**src/rtl/spi_pkg.sv**
```systemverilog
// Shared types and sizing for the SPI master transfer sequencer.
package spi_pkg;

  localparam int SPI_BITS  = 8;
  localparam int SPI_DIV_W = 8;
  localparam int SPI_EDGES = 2 * SPI_BITS;

  typedef enum logic [1:0] {
    IDLE  = 2'd0,
    SETUP = 2'd1,
    XFER  = 2'd2,
    HOLD  = 2'd3
  } spi_state_e;

  localparam logic [1:0] ST_IDLE  = 2'd0;
  localparam logic [1:0] ST_SETUP = 2'd1;
  localparam logic [1:0] ST_XFER  = 2'd2;
  localparam logic [1:0] ST_HOLD  = 2'd3;

endpackage

```
**src/rtl/spi_master_ctrl_if.sv**
```systemverilog
// Register-side control bundle of the SPI transfer sequencer.
interface spi_master_ctrl_if #(
  parameter int DIV_W = 8,
  parameter int BITS  = 8
);
  // Handshake: start is a level request, sampled only when the sequencer can
  // take it (IDLE, or the HOLD terminal cycle in burst builds); it is dropped,
  // never queued, otherwise. busy is high from the accepting edge to the end
  // of the transfer. done is a one-cycle pulse, and rx_data is valid from the
  // done cycle until the next done.
  logic              spi_en;
  logic              start;
  logic              cpol;
  logic              cpha;
  logic [DIV_W-1:0]  baud_div;
  logic              busy;
  logic              done;
  logic [BITS-1:0]   rx_data;
  spi_pkg::spi_state_e state;

  modport master (
    output spi_en, start, cpol, cpha, baud_div,
    input  busy, done, rx_data, state
  );

  modport slave (
    input  spi_en, start, cpol, cpha, baud_div,
    output busy, done, rx_data, state
  );
endinterface

```
**src/rtl/spi_clk_div.sv**
```systemverilog
// Baud divider: SCLK half-period timing, internal clock level and edge strobes.
module spi_clk_div
  import spi_pkg::*;
#(
  parameter int DIV_W = SPI_DIV_W,
  parameter int EDGES = SPI_EDGES
) (
  input  logic             PCLK,
  input  logic             PRESETn,
  input  logic             clr,
  input  logic             cnt_en,
  input  logic             tog_en,
  input  logic             cpha,
  input  logic [DIV_W-1:0] div,
  output logic             tc,
  output logic             last_edge,
  output logic             sck_i,
  output logic             pos_ev,
  output logic             neg_ev
);
  localparam int EW = $clog2(EDGES + 1);

  logic [DIV_W-1:0] cnt_q;
  logic [EW-1:0]    edge_q;
  logic             toggle;

  assign tc        = cnt_en && (cnt_q == div);
  assign last_edge = (edge_q == EW'(EDGES));
  assign toggle    = tc && tog_en && !last_edge;

  // Strobes register together with the toggle so they line up with sck_i.
  always_ff @(posedge PCLK or negedge PRESETn) begin
    if (!PRESETn) begin
      cnt_q  <= '0;
      edge_q <= '0;
      sck_i  <= 1'b0;
      pos_ev <= 1'b0;
      neg_ev <= 1'b0;
    end else if (clr) begin
      cnt_q  <= '0;
      edge_q <= '0;
      sck_i  <= 1'b0;
      pos_ev <= 1'b0;
      neg_ev <= 1'b0;
    end else begin
      pos_ev <= toggle && !sck_i && !(cpha && (edge_q == '0));
      neg_ev <= toggle && sck_i;
      if (cnt_en) begin
        cnt_q <= tc ? '0 : cnt_q + 1'b1;
      end
      if (toggle) begin
        sck_i  <= ~sck_i;
        edge_q <= edge_q + 1'b1;
      end
    end
  end

endmodule

```
**src/rtl/spi_master_ctrl.sv**
```systemverilog
// SPI transfer sequencer: SCLK generation, slave select, shifter controls, done.
// Define SPI_BURST_EN to chain back-to-back bytes under one slave select.
module spi_master_ctrl
  import spi_pkg::*;
#(
  parameter int DIV_W = SPI_DIV_W,
  parameter int BITS  = SPI_BITS
) (
  input  logic             PCLK,
  input  logic             PRESETn,
  spi_master_ctrl_if.slave bus,
  input  logic [BITS-1:0]  rx_shift,
  output logic             sclk,
  output logic             ss_n,
  output logic             load_tx_reg,
  output logic             enable,
  output logic             posedge_sclk_event,
  output logic             negedge_sclk_event
);
  logic [1:0]       state_q, state_d;
  logic             cpol_q, cpha_q;
  logic [DIV_W-1:0] div_q;
  logic [BITS-1:0]  rx_q;
  logic             ss_n_q, busy_q, load_q, done_q;
  logic             tc, last_edge, sck_i, clr, restart, accept, finish;

`ifdef SPI_BURST_EN
  assign restart = bus.start;
`else
  assign restart = 1'b0;
`endif

  always_comb begin
    state_d = state_q;
    case (state_q)
      ST_IDLE:  if (bus.start) state_d = ST_SETUP;
      ST_SETUP: if (tc) state_d = ST_XFER;
      // Leave XFER one cycle after the last toggle so its strobe sees enable.
      ST_XFER:  if (last_edge) state_d = ST_HOLD;
      ST_HOLD:  if (tc) state_d = restart ? ST_SETUP : ST_IDLE;
      default:  state_d = ST_IDLE;
    endcase
    if (!bus.spi_en) state_d = ST_IDLE;
  end

  assign accept = bus.spi_en &&
                  (((state_q == ST_IDLE) && bus.start) ||
                   ((state_q == ST_HOLD) && tc && restart));
  assign finish = bus.spi_en && (state_q == ST_HOLD) && tc;
  assign clr    = (state_d != state_q) || (state_q == ST_IDLE);

  always_ff @(posedge PCLK or negedge PRESETn) begin
    if (!PRESETn) begin
      state_q <= ST_IDLE;
      ss_n_q  <= 1'b1;
      busy_q  <= 1'b0;
      load_q  <= 1'b0;
      done_q  <= 1'b0;
      rx_q    <= '0;
      cpol_q  <= 1'b0;
      cpha_q  <= 1'b0;
      div_q   <= '0;
    end else begin
      state_q <= state_d;
      ss_n_q  <= (state_d == ST_IDLE);
      busy_q  <= (state_d != ST_IDLE);
      load_q  <= accept;
      done_q  <= finish;
      if (finish) rx_q <= rx_shift;
      if (accept) begin
        cpol_q <= bus.cpol;
        cpha_q <= bus.cpha;
        div_q  <= bus.baud_div;
      end
    end
  end

  spi_clk_div #(
    .DIV_W (DIV_W),
    .EDGES (2 * BITS)
  ) u_clk_div (
    .PCLK      (PCLK),
    .PRESETn   (PRESETn),
    .clr       (clr),
    .cnt_en    (state_q != ST_IDLE),
    .tog_en    (state_q == ST_XFER),
    .cpha      (cpha_q),
    .div       (div_q),
    .tc        (tc),
    .last_edge (last_edge),
    .sck_i     (sck_i),
    .pos_ev    (posedge_sclk_event),
    .neg_ev    (negedge_sclk_event)
  );

  // Idle level follows the live cpol so the pad settles before a transfer.
  assign sclk        = sck_i ^ ((state_q == ST_IDLE) ? bus.cpol : cpol_q);
  assign ss_n        = ss_n_q;
  assign load_tx_reg = load_q;
  assign enable      = (state_q == ST_XFER);
  assign bus.busy    = busy_q;
  assign bus.done    = done_q;
  assign bus.rx_data = rx_q;
  assign bus.state   = spi_state_e'(state_q);

endmodule

```
**src/flat_wrapper.sv**
```systemverilog
// flat-port wrapper written by rule: the top's interface ports become plain ports
module spi_master_ctrl_flat import spi_pkg::*;
#(
  parameter int DIV_W = SPI_DIV_W,
  parameter int BITS  = SPI_BITS
)
  (PCLK, PRESETn, rx_shift, sclk, ss_n, load_tx_reg, enable, posedge_sclk_event, negedge_sclk_event, bus_spi_en, bus_start, bus_cpol, bus_cpha, bus_baud_div, bus_busy, bus_done, bus_rx_data, bus_state);
  spi_master_ctrl_if #(.DIV_W(DIV_W), .BITS(BITS)) bus_i ();
  input  logic PCLK;
  input  logic PRESETn;
  input  logic [BITS-1:0] rx_shift;
  output logic sclk;
  output logic ss_n;
  output logic load_tx_reg;
  output logic enable;
  output logic posedge_sclk_event;
  output logic negedge_sclk_event;
  input wire logic [$bits(bus_i.spi_en)-1:0] bus_spi_en;
  input wire logic [$bits(bus_i.start)-1:0] bus_start;
  input wire logic [$bits(bus_i.cpol)-1:0] bus_cpol;
  input wire logic [$bits(bus_i.cpha)-1:0] bus_cpha;
  input wire logic [$bits(bus_i.baud_div)-1:0] bus_baud_div;
  output wire logic [$bits(bus_i.busy)-1:0] bus_busy;
  output wire logic [$bits(bus_i.done)-1:0] bus_done;
  output wire logic [$bits(bus_i.rx_data)-1:0] bus_rx_data;
  output wire logic [$bits(bus_i.state)-1:0] bus_state;
  assign bus_i.spi_en = bus_spi_en;
  assign bus_i.start = bus_start;
  assign bus_i.cpol = bus_cpol;
  assign bus_i.cpha = bus_cpha;
  assign bus_i.baud_div = bus_baud_div;
  assign bus_busy = bus_i.busy;
  assign bus_done = bus_i.done;
  assign bus_rx_data = bus_i.rx_data;
  assign bus_state = bus_i.state;
  spi_master_ctrl #(.DIV_W(DIV_W), .BITS(BITS)) u_core (.PCLK(PCLK), .PRESETn(PRESETn), .bus(bus_i), .rx_shift(rx_shift), .sclk(sclk), .ss_n(ss_n), .load_tx_reg(load_tx_reg), .enable(enable), .posedge_sclk_event(posedge_sclk_event), .negedge_sclk_event(negedge_sclk_event));
endmodule
```
**config.mk**
```make
export PLATFORM = sky130hd
export DESIGN_NAME = spi_master_ctrl_flat
export DESIGN_NICKNAME = d
export VERILOG_FILES = /design/src/rtl/spi_pkg.sv /design/src/rtl/spi_master_ctrl_if.sv /design/src/rtl/spi_clk_div.sv /design/src/rtl/spi_master_ctrl.sv /design/src/flat_wrapper.sv
export SDC_FILE = /design/constraint.sdc
export NUM_CORES = 1
export LEC_CHECK = 0
export BUFFER_PORTS_ARGS = -buffer_cell sky130_fd_sc_hd__buf_2
export CORE_ASPECT_RATIO = 0.5
export CORE_MARGIN = 1.5
export CORE_UTILIZATION = 35
export CTS_BUF_LIST = sky130_fd_sc_hd__clkbuf_8
export DETAILED_ROUTE_END_ITERATION = 8
export GPL_ROUTABILITY_DRIVEN = 0
export GPL_TIMING_DRIVEN = 1
export PLACE_DENSITY_LB_ADDON = 0.12
export SYNTH_ARGS = -nofsm -noshare
export SYNTH_HDL_FRONTEND = slang
export SYNTH_SLANG_ARGS = --single-unit
```
**constraint.sdc**
```tcl
create_clock -name PCLK -period 2 [get_ports PCLK]
set_clock_uncertainty 0.15 [all_clocks]
set_input_delay 0.4 -clock PCLK [delete_from_list [all_inputs] [get_ports PCLK]]
set_output_delay 0.4 -clock PCLK [all_outputs]
set_load 0.005 [all_outputs]
```
==> Flow_metrics.wiki, run 1 <==
{| class="wikitable"
! Metric !! Value
|-
| NetSw || 462.6 µW
|-
| Cell area after layout || 2365 µm²
|-
| Cell count after synthesis || 162
|-
| Ys Warns || 0
|-
| Arrival time of data at the critical path endpoint || 1.34 ns
|-
| Cell count of the worst hold path || 2
|-
| Metal-1 WL || 1982 µm
|-
| Die Area || 5886 µm²
|-
| Antenna Violating Nets Remaining || 0
|-
| Antenna cell count || 0
|-
| Commonest cells after routing, fill and taps aside || sky130_fd_sc_hd__buf_2 (39), sky130_fd_sc_hd__dfrtp_1 (37), sky130_fd_sc_hd__mux2_2 (18), sky130_fd_sc_hd__nor2_1 (11), sky130_fd_sc_hd__xnor2_1 (10)
|-
| Unrepaired setup endpoints after global routing || no
|-
| Pin count of the biggest net entering global routing || 24
|-
| Seq/Total Area, Yosys || 52.94%
|-
| Overflow left after global routing || 0
|-
| Worst slew margin relative to its limit || 70.20%
|-
| Sum of negative setup slack || 0 ns
|-
| Slew Limit Fails || 0
|-
| Number of sinks handled by clock tree synthesis || 40
|-
| Crit end category || primary output
|-
| Core region area || 5067 µm²
|-
| Number of buffers added by the clock tree synthesis step || 5
|-
| Pleak || 0.001108 µW
|-
| Final Util || 46.67%
|-
| Worst IR Drop VDD || 0.3103 mV
|-
| Wire length of the first global-routing pass || 6189 µm
|-
| Buffers from clock root to sink, at most || 2
|-
| Critical Path Sink || sclk
|-
| Initial DRT Pass Iterations || 4
|-
| Logic depth of the worst register-to-register path || 5
|-
| Worst Max-Slew Pin Slew || 0.4469 ns
|-
| Endpoints failing hold || 0
|-
| Source of the critical timing path || u_core.bus.state[0]
|-
| Cell area after synthesis || 1893 µm²
|-
| Total internal power || 1277 µW
|-
| RR Endpoint || u_core.bus.rx_data[2]
|-
| Switching part of the total || 26.59%
|-
| Later-pin clock latency in the skew report || 0.29 ns
|-
| Synth unique cells || 36
|-
| Max Clk Rate || 527.8 MHz
|-
| Run status || finished clean
|-
| Minimum clock period || 1.895 ns
|-
| Number of vias in the routed layout || 1420
|-
| Port buffer count || 39
|-
| Power share of the clock group || 32.4%
|-
| DR WL/cell || 13.67 µm
|-
| CP max FO || 4
|-
| Uppermost layer routed || met4
|-
| Final setup fails || 0
|-
| Die width || 107.0 µm
|-
| Wire length after detailed routing || 3868 µm
|-
| Layout net count || 237
|-
| Worst hold slack || 0.1895 ns
|-
| Met3 wire len || 182 µm
|-
| Clock H-tree levels || 2
|-
| Final worst-path cycle share || 94.74%
|-
| TritonCTS clock tree || done
|-
| Type of the most critical hold path || primary input to flop
|-
| Sequential share of power || 52.1%
|-
| Worst-path clk slew || 0.08 ns
|-
| Power density over the cells || 735.8 nW/µm²
|-
| Cell area after placement || 2226 µm²
|-
| Startpoint of the worst register-to-register path || u_core.u_clk_div.cnt_q[0]
|-
| Fraction of final layout cells with drive strength greater than 1 || 40.38%
|-
| Clock root cell || sky130_fd_sc_hd__clkbuf_8
|-
| Net Count, Synth || 187
|-
| Initial DRC Count || 55
|-
| Per-instance average area after synthesis || 11.69 µm²
|-
| Share of power burned in combinational logic || 15.5%
|-
| Nature of the critical path startpoint || flop
|-
| HPWL after detailed placement || 2783 µm
|-
| Yosys reg bits || 40
|-
| Setup slack on the worst flop-to-flop path || 0.14 ns
|-
| Met2 WL post-DR || 1661 µm
|-
| Standard-cell row count || 18
|-
| Via density || 5.018
|-
| Growth of design area from synthesis to finish || 24.92%
|-
| Drt drc || 0
|-
| Number of antenna violations at the first check in global routing || 0
|-
| Io pins || 40
|-
| All-layer global routing usage || 14.25%
|-
| Vertical die dimension || 55.01 µm
|-
| Vias in the first global route || 1247
|-
| WS Path Type || flop to primary output
|-
| Effective utilization at floorplan || 37.36%
|-
| Number of maximum-capacitance constraint violations || 0
|-
| Data required time at the worst endpoint || 1.45 ns
|-
| Most common cell after layout, fill and taps aside || sky130_fd_sc_hd__buf_2
|}
-- routing by layer --
layer	vias to the layer above	GRT usage, %
met2	29	21.15
met4	0	6.222
met3	5	4.450
met1	694	19.41
met5	-	0
li1	692	-
-- metrics by stage --
| step | power, µW | cells | worst slack [ns] |
|---|---|---|---|
| 4_1_cts | 1750 | 281 | 0.001397 |
| 2_1_floorplan | 1076 | 162 | 0.2657 |
| 3_5_place_dp | 1185 | 271 | 0.1388 |
| 5_1_grt | 1832 | 283 | 0.05020 |
| 3_3_place_gp | 1179 | 271 | 0.1695 |
| 6_report | 1740 | 283 | 0.1052 |
-- worst max-delay path: stages, from the launching register on --
cell,delay (ns)
sky130_fd_sc_hd__dfrtp_2,0.43
sky130_fd_sc_hd__nor2_2,0.14
sky130_fd_sc_hd__mux2i_1,0.23
sky130_fd_sc_hd__xnor2_1,0.13
sky130_fd_sc_hd__buf_2,0.13
-- worst min-delay path by stage --
stage                                from               endpoint  slack (ns)
after detailed placement          PRESETn        u_core.div_q[4]        0.22
final                         rx_shift[4]  u_core.bus.rx_data[4]        0.19
after CTS                     rx_shift[4]  u_core.bus.rx_data[4]        0.18
after global routing      bus_baud_div[0]        u_core.div_q[0]        0.18
after floorplan                   PRESETn        u_core.bus.busy       -0.05
after global placement            PRESETn        u_core.div_q[4]        0.22
-- layout make-up --
cell class | count | area, µm²
clock inverter | 2 | 10.01
inverter | 6 | 22.52
fill | 474 | 2703
multi-input combinational | 108 | 844.6
sequential | 40 | 1005
clock buffer | 6 | 82.58
tap | 70 | 87.58
timing repair buffer | 51 | 312.8
-- Yosys cell counts, drive strengths merged --
cell | count | share of area (%)
nand4b | 1 | 0.46
xnor2 | 10 | 4.6
mux2i | 1 | 0.53
nand2b | 1 | 0.33
nor4 | 2 | 0.66
nand4 | 6 | 2.0
and4bb | 1 | 0.66
a31o | 2 | 0.93
nand3b | 1 | 0.40
and4 | 5 | 2.3
nand3 | 8 | 2.1
a31oi | 3 | 0.99
o211ai | 6 | 2.6
xor2 | 5 | 2.3
o21bai | 2 | 0.79
and3 | 4 | 1.3
clkbuf | 4 | 0.79
inv | 6 | 1.2
buf | 4 | 1.1
nor3 | 2 | 1.1
dfrtp | 39 | 52
nor2 | 12 | 2.4
o221a | 1 | 0.59
ha | 3 | 2.0
dfstp | 1 | 1.4
o31a | 1 | 0.46
o31ai | 1 | 0.40
a21oi | 5 | 1.3
or3 | 1 | 0.33
o21ai | 1 | 0.26
mux2 | 18 | 11
nand2 | 3 | 0.59
o221ai | 1 | 0.46
nor2b | 1 | 0.33
-- power groups by stage --
| stage | Clock, µW | Combinational [µW] | Sequential (µW) |
|---|---|---|---|
| after floorplan | 0 | 161 | 916 |
| final | 563 | 269 | 907 |
| after global placement | 0 | 252 | 927 |
| after detailed placement | 0 | 257 | 928 |
| after CTS | 578 | 260 | 911 |
| after global routing | 614 | 302 | 916 |
-- cells by family (layout without fill, tap and decap cells) --
logic type / Yosys count / count (layout) / synth area share (%)
and+or+nand+nor: 48 / 48 / 15.00
DFF: 40 / 40 / 52.94
AOI/OAI and AO/OA: 23 / 23 / 8.857
muxes: 19 / 19 / 11.24
xor gates and xnor gates: 15 / 15 / 6.940
buffers and inverters: 14 / 65 / 3.040
adders and majority gates: 3 / 3 / 1.983
-- timing repair --
item	CTS	global route
hold buffers	1	0
resized for setup	2	2
pin swaps	0	0
hold endpoints to repair	17	0
setup endpoints to repair	1	2
gates cloned	0	0
setup buffers	1	2
Note: power is estimated with default switching activity, not from simulation.
==> run 2: changes to the inputs <==
--- a/config.mk
+++ b/config.mk
@@ -8,12 +8,13 @@
 export BUFFER_PORTS_ARGS = -buffer_cell sky130_fd_sc_hd__buf_2
 export CORE_ASPECT_RATIO = 0.5
 export CORE_MARGIN = 1.5
-export CORE_UTILIZATION = 35
+export CORE_UTILIZATION = 45
 export CTS_BUF_LIST = sky130_fd_sc_hd__clkbuf_8
 export DETAILED_ROUTE_END_ITERATION = 8
 export GPL_ROUTABILITY_DRIVEN = 0
 export GPL_TIMING_DRIVEN = 1
 export PLACE_DENSITY_LB_ADDON = 0.12
+export RECOVER_POWER = 50
 export SYNTH_ARGS = -nofsm -noshare
 export SYNTH_HDL_FRONTEND = slang
 export SYNTH_SLANG_ARGS = --single-unit
==> run 2 against run 1 <==
Effect of this change:
- sequential power about the same
- largest cell class unchanged
- combinational power shrank 1%
- via count fell by 0.42%
- largest power group unchanged
==> Flow_metrics.wiki, run 2 (synthesis results as in run 1) <==
{| class="wikitable"
! Metric !! Value
|-
| Run status || finished clean
|-
| Port buffer count || 39 (unchanged)
|-
| Final worst-path cycle share || 94.97% (+0.23 points)
|-
| Slew Limit Fails || 0 (unchanged)
|-
| Effective utilization at floorplan || 47.76% (+10 points)
|-
| Number of antenna violations at the first check in global routing || 0 (unchanged)
|-
| Standard-cell row count || 16 (-2)
|-
| Arrival time of data at the critical path endpoint || 1.35 ns (about the same)
|-
| Fraction of final layout cells with drive strength greater than 1 || 37.26% (-3.1 points)
|-
| Unrepaired setup endpoints after global routing || no
|-
| Global routing's busiest layer || met2
|-
| CP max stage delay || 0.45 ns (+0.02 ns)
|-
| Layout net count || 236 (-0.42%)
|-
| Count of buffering cells on the critical path with inverters included || 1 (unchanged)
|-
| WS Path Type || flop to primary output
|-
| Buffers from clock root to sink, at most || 2 (unchanged)
|-
| Max Clk Rate || 526.5 MHz (-0.24%)
|-
| Number of maximum-capacitance constraint violations || 0 (unchanged)
|-
| Met3 layer usage reported by global route || 5.607% (+1.2 points)
|-
| Worst Min Path Start || rx_shift[1]
|-
| Die Area || 4629 µm² (-21%)
|-
| Antenna cell count || 0 (unchanged)
|-
| Antenna Violating Nets Remaining || 0 (unchanged)
|-
| Drt drc || 0 (unchanged)
|-
| GR Layer Usage met1 || 25.15% (+5.7 points)
|-
| Commonest cells after routing, fill and taps aside || sky130_fd_sc_hd__dfrtp_1 (37), sky130_fd_sc_hd__buf_2 (33), sky130_fd_sc_hd__mux2_2 (18), sky130_fd_sc_hd__nor2_1 (11), sky130_fd_sc_hd__xnor2_1 (10)
|-
| Io pins || 40 (unchanged)
|-
| Core region area || 3964 µm² (-22%)
|-
| HPWL after detailed placement || 2610 µm (-6.2%)
|-
| Type of the most critical hold path || primary input to flop
|-
| Overflow left after global routing || 0 (unchanged)
|-
| Gate family responsible for the most delay along the worst path || flip-flops
|-
| Clock root cell || sky130_fd_sc_hd__clkbuf_8
|-
| DR WL/cell || 14.02 µm (+2.6%)
|-
| Die width || 94.73 µm (-11%)
|-
| Crit end category || primary output
|-
| Worst Max-Slew Pin Slew || 1.086 ns (+0.6390 ns)
|-
| Growth of design area from synthesis to finish || 24.85% (about the same)
|-
| Number of sinks handled by clock tree synthesis || 40 (unchanged)
|-
| Minimum clock period || 1.899 ns (+0.004519 ns)
|-
| Pin count of the biggest net entering global routing || 23 (-4.2%)
|-
| Number of buffers added by the clock tree synthesis step || 5 (unchanged)
|-
| Startpoint of the worst register-to-register path || u_core.u_clk_div.cnt_q[0]
|-
| TritonCTS clock tree || done
|-
| Vertical die dimension || 48.87 µm (-11%)
|-
| Initial DRT Pass Iterations || 4 (unchanged)
|-
| RR Endpoint || u_core.bus.rx_data[2]
|-
| Worst slew margin relative to its limit || 27.60% (-43 points)
|-
| Setup slack on the worst flop-to-flop path || 0.17 ns (+0.03 ns)
|-
| Clock H-tree levels || 2 (unchanged)
|-
| Endpoints failing hold || 0 (unchanged)
|-
| Pleak || 0.001093 µW (-1.4%)
|-
| Vias in the first global route || 1380 (+11%)
|-
| Initial DRC Count || 47 (-15%)
|-
| All-layer global routing usage || 18.33% (+4.1 points)
|-
| Overall power of the completed layout || 1890 µW (+8.6%)
|-
| Wire length of the first global-routing pass || 6423 µm (+3.8%)
|-
| Nature of the critical path startpoint || flop
|-
| Wire length after detailed routing || 3730 µm (-3.6%)
|-
| Cell count of the worst hold path || 2 (unchanged)
|-
| Final setup fails || 0 (unchanged)
|-
| Worst IR Drop VDD || 0.3625 mV (+17%)
|-
| Sum of negative setup slack || 0 ns (unchanged)
|-
| CP max FO || 5 (+1)
|-
| Number of vias in the routed layout || 1414 (-0.42%)
|-
| Most common cell after layout, fill and taps aside || sky130_fd_sc_hd__dfrtp_1
|-
| Standard cell with the maximum stage delay on the critical path || sky130_fd_sc_hd__dfrtp_2
|-
| Logic depth of the worst register-to-register path || 5 (unchanged)
|-
| Worst-path clk slew || 0.08 ns (about the same)
|-
| Power density over the cells || 799.7 nW/µm² (+8.7%)
|-
| Later-pin clock latency in the skew report || 0.29 ns (about the same)
|-
| Hold Path End || u_core.bus.rx_data[1]
|-
| Via density || 5.316 (+5.9%)
|-
| Met2 Usage GRT || 28.10% (+6.9 points)
|-
| List of cells traversed by the critical path || nor2_2 -> mux2i_1 -> xnor2_1 -> buf_2
|-
| Data required time at the worst endpoint || 1.45 ns (about the same)
|}
[run 2: changes by cell type in the layout (fill, tap and decap cells not counted)]
| cell | delta |
|---|---|
| sky130_fd_sc_hd__clkbuf_8 | +1 |
| sky130_fd_sc_hd__buf_4 | -1 |
| sky130_fd_sc_hd__clkbuf_1 | +6 |
| sky130_fd_sc_hd__buf_2 | -6 |
| sky130_fd_sc_hd__bufinv_16 | +1 |
| sky130_fd_sc_hd__clkinv_2 | -2 |
[run 2: layout make-up]
| type | instances | area, µm² |
|---|---|---|
| Fill cell | 342 | 1600 |
| Sequential cell | 40 | 1005 |
| Multi-Input combinational cell | 108 | 844.6 |
| Timing Repair Buffer | 50 | 297.8 |
| Clock buffer | 7 | 96.34 |
| Tap cell | 54 | 67.56 |
| Clock inverter | 1 | 30.03 |
| Inverter | 6 | 22.52 |
[run 2: through the flow]
step / setup slack (ns) / std cells / utilization, % / hold slack, ns / area [µm²]
after floorplan: 0.2657 / 162 / - / -0.04559 / 1893
after global routing: 0.0005469 / 266 / 59.63 / 0.1748 / 2364
after CTS: 0.0002822 / 265 / 59.34 / 0.1753 / 2352
after detailed placement: 0.1691 / 255 / 55.65 / 0.2237 / 2206
final: 0.1006 / 266 / 59.63 / 0.1851 / 2364
after global placement: 0.2097 / 255 / 55.65 / 0.2159 / 2206
[run 2: power by group]
| part | switching [µW] | leakage [µW] | internal [µW] | total, µW |
|---|---|---|---|---|
| sequential | 38.4 | 0.000524 | 869 | 907 |
| combinational | 134 | 0.000504 | 130 | 265 |
| clock | 278 | 0.0000645 | 440 | 718 |
| total | 451 | 0.00109 | 1440 | 1890 |
[run 2: worst register-to-register path, delay by kind of cell (launching register included)]
| kind | cells | cell delay [ns] |
|---|---|---|
| buf+inv | 1 | 0.15 |
| mux | 1 | 0.33 |
| flops | 1 | 0.44 |
| xor+xnor | 1 | 0.20 |
| simple gates | 2 | 0.46 |
[run 2: worst max path at each step]
| stage | slack [ns] | depth (start not counted) | end | startpoint |
|---|---|---|---|---|
| 6_report | 0.10 | 4 | sclk | u_core.bus.state[1] |
| 5_1_grt | 0.0005 | 5 | u_core.bus.rx_data[0] | u_core.u_clk_div.cnt_q[0] |
| 2_1_floorplan | 0.27 | 4 | u_core.bus.rx_data[0] | u_core.u_clk_div.cnt_q[0] |
| 4_1_cts | 0.0003 | 4 | sclk | u_core.bus.state[1] |
| 3_3_place_gp | 0.21 | 5 | u_core.u_clk_div.cnt_q[2] | u_core.u_clk_div.cnt_q[2] |
| 3_5_place_dp | 0.17 | 5 | u_core.bus.rx_data[2] | u_core.u_clk_div.cnt_q[5] |
[run 2: per-layer routing]
| metal | vias up | routed length, µm |
|---|---|---|
| met5 | - | 0 |
| met4 | 0 | 29 |
| met3 | 4 | 216 |
| met2 | 38 | 1690 |
| met1 | 684 | 1793 |
| li1 | 688 | - |
[run 2: repair_timing]
action                                  CTS  global route
endpoints found under the setup margin    1             2
gates resized for setup                   2             2
endpoints found under the hold margin    18             0
hold buffers                              1             0
setup buffers                             1             1
